**src/rtl/cory_unpack2.sv**
```systemverilog
// Splits each A-bit input beat into two independently handshaked output fields.
// Optional accepted-beat counter o_cnt is included when CORY_UNPACK2_CNT_EN is defined.
module cory_unpack2 #(
  parameter int N  = 16,
  parameter int Z0 = N,
  parameter int Z1 = N,
  parameter int A  = Z0 + Z1
) (
  input  logic          clk,
  input  logic          reset,
  input  logic          i_a_v,
  input  logic [A-1:0]  i_a_d,
  output logic          o_a_r,
  output logic          o_z0_v,
  output logic [Z0-1:0] o_z0_d,
  input  logic          i_z0_r,
  output logic          o_z1_v,
  output logic [Z1-1:0] o_z1_d,
`ifdef CORY_UNPACK2_CNT_EN
  output logic [15:0]   o_cnt,
`endif
  input  logic          i_z1_r
);

  logic [A-1:0] r_d;
  logic         r_p0;
  logic         r_p1;
  logic         w_a_hs;
  logic         w_z0_hs;
  logic         w_z1_hs;

  // Ready when every still-pending side is being drained this cycle.
  assign o_a_r   = (~r_p0 | i_z0_r) & (~r_p1 | i_z1_r);
  assign w_a_hs  = i_a_v & o_a_r;
  assign w_z0_hs = r_p0 & i_z0_r;
  assign w_z1_hs = r_p1 & i_z1_r;

  always_ff @(posedge clk) begin
    if (reset) begin
      r_d  <= '0;
      r_p0 <= 1'b0;
      r_p1 <= 1'b0;
    end else if (w_a_hs) begin
      r_d  <= i_a_d;
      r_p0 <= 1'b1;
      r_p1 <= 1'b1;
    end else begin
      if (w_z0_hs) r_p0 <= 1'b0;
      if (w_z1_hs) r_p1 <= 1'b0;
    end
  end

  assign o_z0_v = r_p0;
  assign o_z0_d = r_d[Z0-1:0];
  assign o_z1_v = r_p1;
  assign o_z1_d = r_d[A-1:Z0];

`ifdef CORY_UNPACK2_CNT_EN
  logic [15:0] r_cnt;

  always_ff @(posedge clk) begin
    if (reset) begin
      r_cnt <= '0;
    end else if (w_a_hs) begin
      r_cnt <= r_cnt + 16'd1;
    end
  end

  assign o_cnt = r_cnt;
`endif

`ifdef SIM
`ifdef CORY_MON
  cory_monitor #(.N(Z0)) u_mon_z0 (
    .clk   (clk),
    .reset (reset),
    .i_v   (o_z0_v),
    .i_d   (o_z0_d),
    .i_r   (i_z0_r)
  );
  cory_monitor #(.N(Z1)) u_mon_z1 (
    .clk   (clk),
    .reset (reset),
    .i_v   (o_z1_v),
    .i_d   (o_z1_d),
    .i_r   (i_z1_r)
  );
`endif
`endif

endmodule

```
**config.mk**
```make
export PLATFORM = sky130hd
export DESIGN_NAME = cory_unpack2
export DESIGN_NICKNAME = d
export VERILOG_FILES = /design/src/rtl/cory_unpack2.sv
export SDC_FILE = /design/constraint.sdc
export NUM_CORES = 1
export LEC_CHECK = 0
export ABC_AREA = 1
export CELL_PAD_IN_SITES_DETAIL_PLACEMENT = 1
export CELL_PAD_IN_SITES_GLOBAL_PLACEMENT = 2
export CORE_MARGIN = 2
export CORE_UTILIZATION = 21
export DETAILED_ROUTE_END_ITERATION = 8
export PLACE_DENSITY = 0.9
export SYNTH_ARGS = -nofsm -noshare
export SYNTH_HDL_FRONTEND = slang
export SYNTH_SLANG_ARGS = --single-unit
```
**constraint.sdc**
```tcl
create_clock -name clk -period 1.2 [get_ports clk]
set_input_delay 0.24 -clock clk [delete_from_list [all_inputs] [get_ports clk]]
set_output_delay 0.24 -clock clk [all_outputs]
set_load 0.05 [all_outputs]
```
==> results.sh <==
export IMPL_grt_pass1_wl_mm=8.74
export IMPL_critical_path_cell_chain="nand2_4, nand2_4, clkinvlp_4, buf_12"
export IMPL_switchingPower_mw=1.23
export IMPL_hold_viol=0
export IMPL_worstMarginPinSlew_ns=0.297
export IMPL_fin_ws_ns=-0.0466
export IMPL_fin_crit_sh_pct=104
export IMPL_maxCapViolCount=0
export IMPL_cts_root_buf="clkbuf_8"
export IMPL_whs_path_depth=5
export IMPL_clk_path_buf_depth=2
export IMPL_synth_distinct_cells=13
export IMPL_initial_core_util_pct=21.5
export IMPL_dpl_worst_slack_ns=-0.304
export IMPL_synth_fp_nets=321
export IMPL_synth_area_um2=1760
export IMPL_path_class="reg2out"
export IMPL_irDropWorstVdd_uv=441
export IMPL_met2_usage_pct=21.0
export IMPL_critPathMaxStageDelay_ns=0.36
export IMPL_drc_errors=0
export IMPL_antenna_cells_inserted=0
export IMPL_antenna_found_initial=0
export IMPL_drtIter0Drc=61
export IMPL_portBuffers=71
export IMPL_min_period_ns=1.25
export IMPL_grt_pass1_vias=1840
export IMPL_boundaryPins=72
export IMPL_slew_viol_final=0
export IMPL_skew_ns=0.00685
export IMPL_rows=33
export IMPL_clockPowerShare_pct=23.2
export IMPL_gr_usage_met3_pct=3.72
export IMPL_hold_end="o_z1_v$_SDFFE_PP0P_"
export IMPL_crit_required_ns=0.96
export IMPL_cp_start_kind="flop"
export IMPL_cts_hold_buffers=0
export IMPL_drive_above_1_share_pct=18.9
export IMPL_final_cell_mix="inv_1, nand2_1, buf_12"
export IMPL_cts_tree="built"
export IMPL_yosysSeqAreaShare_pct=38.6
export IMPL_finalWirelength_mm=5.27
export IMPL_p_comb_share_pct=38.8
export IMPL_track_usage_pct=12.3
export IMPL_p_int_mw=2.30
export IMPL_cts_sinks=34
export IMPL_final_core_util_pct=38.9
export IMPL_setup_viol=1
export IMPL_nNetsFinal=402
export IMPL_wl_per_cell_um=11.2
export IMPL_avgSynthCellArea_um2=6.20
export IMPL_rsz0062_at_grt="yes"
export IMPL_fp_dieArea_um2=9140
export IMPL_hp_class="in2reg"
export IMPL_cpMostUsedCell="nand2_4"
export IMPL_die_h_um=95.6
export IMPL_critical_path_max_fanout=2
export IMPL_antenna_left=0
export IMPL_r2r_cells=7
export IMPL_rr_endpoint="r_d[5]$_SDFFE_PP0P_"
export IMPL_drtPass1Iterations=4
export IMPL_final_common_cell="inv_1"
export IMPL_leakagePower_nw=1.71
export IMPL_synth_cells=284
export IMPL_max_freq_mhz=802
export IMPL_cts_made_buffers=5
export IMPL_relSlewSlack_pct=80.2
export IMPL_p_sw_share_pct=34.8
export IMPL_reg2reg_from="o_z1_v$_SDFFE_PP0P_"
export IMPL_h_tree_depth=2
export IMPL_power_density_nw_per_um2=1110
export IMPL_arrival_ns=1.01
export IMPL_end_kind="output port"
export IMPL_gp_congestion=0.800
export IMPL_num_vias=1834
export IMPL_synth_seq_cells=34
export IMPL_syn2layout_area_growth_pct=80.5
export IMPL_hp_start="i_z1_r"
export IMPL_clkLatencyLatePin_ns=0.28
export IMPL_busiest_layer="met2"
export IMPL_pwr_share_seq_pct=37.9
export IMPL_grt_ovfl_total=0
export IMPL_ys_warn_count=0
export IMPL_grt_max_degree=22
export IMPL_violations="negative setup slack"
export IMPL_use_met1_pct=15.1
export IMPL_crit_slowest_cell="dfxtp_4"
export IMPL_hpwl_mm=4.14
export IMPL_core_um2=8180
export IMPL_path_clk_slew_ns=0.07
export IMPL_status="finished with violations"
export IMPL_viasPerCell=3.89
export IMPL_rrSetupSlack_ns=0.09
export IMPL_chipWidth_um=95.6
## flip-flops by register name, summed over array words and instances (netlist names)
| signal | flops |
|---|---|
| o_z0_v | 1 |
| r_d | 32 |
| o_z1_v | 1 |
## cells by family after synthesis
kind of cell,Yosys count,synth area share (%)
compound gates,2,0.568
buf+inv,116,26.8
flops,34,38.6
simple gates,132,34.0
## cells in the mapped netlist (all sizes together)
cell type / number / area, µm²
inv: 100 / 375
nand2: 67 / 262
dfxtp: 34 / 681
nand4: 32 / 200
nor2: 32 / 120
buf: 16 / 96.3
a21oi: 2 / 10.0
nand3: 1 / 17.5
## routing by layer
layer / routed length, µm / vias to the layer above
met5: 0 / -
met4: 25 / 0
met3: 245 / 2
met2: 2670 / 38
met1: 2330 / 828
li1: - / 966
## final cells by class
class | instances | area [µm²]
Clock buffer | 6 | 72.6
Fill cell | 982 | 4990
Inverter | 100 | 379
Sequential cell | 34 | 688
Tap cell | 105 | 131
Clock inverter | 2 | 8.76
Timing Repair Buffer | 90 | 1280
Multi-Input combinational cell | 134 | 622
## worst max path at each step
stage | start | to | slack (ns) | cells after the start
6_report | o_z0_v$_SDFFE_PP0P_ | o_a_r | -0.05 | 4
3_3_place_gp | i_z0_r | r_d[18]$_SDFFE_PP0P_ | -0.27 | 7
4_1_cts | o_z1_v$_SDFFE_PP0P_ | o_a_r | -0.07 | 4
5_1_grt | o_z0_v$_SDFFE_PP0P_ | o_a_r | -0.10 | 4
2_1_floorplan | o_z0_v$_SDFFE_PP0P_ | o_a_r | -0.009 | 4
3_5_place_dp | i_a_v | r_d[5]$_SDFFE_PP0P_ | -0.30 | 6
## power groups by stage
stage          clock network (mW)  registers, mW  logic [mW]
2_1_floorplan                   0           1.65       0.370
3_3_place_gp                    0           1.37        1.35
3_5_place_dp                    0           1.37        1.37
4_1_cts                     0.870           1.34        1.39
5_1_grt                     0.927           1.35        1.47
6_report                    0.820           1.34        1.37
## repair_timing
action                                  4_1_cts  5_1_grt
pin swaps                                     3        2
buffers inserted                              4        0
gates cloned                                  0        0
endpoints found under the setup margin        3       21
resized for setup                             4        1
## critical path, delay by kind of cell (launching register included)
family	cells	cell delay [ns]
buffers and inverters	2	0.24
and+or+nand+nor	2	0.13
DFF	1	0.36
## metrics by stage
| step | hold WS [ns] | cells | total power [mW] | cell area (µm²) | TNS, ns |
|---|---|---|---|---|---|
| after floorplan | 0.299 | 284 | 2.02 | 1800 | -0.00927 |
| after CTS | 0.535 | 471 | 3.60 | 3180 | -0.0748 |
| final | 0.513 | 471 | 3.53 | 3180 | -0.0466 |
| after detailed placement | 0.548 | 459 | 2.74 | 3070 | -9.71 |
| after global placement | 0.540 | 459 | 2.72 | 3070 | -8.22 |
| after global routing | 0.552 | 471 | 3.75 | 3180 | -0.105 |
(Power assumes the default switching activity.)
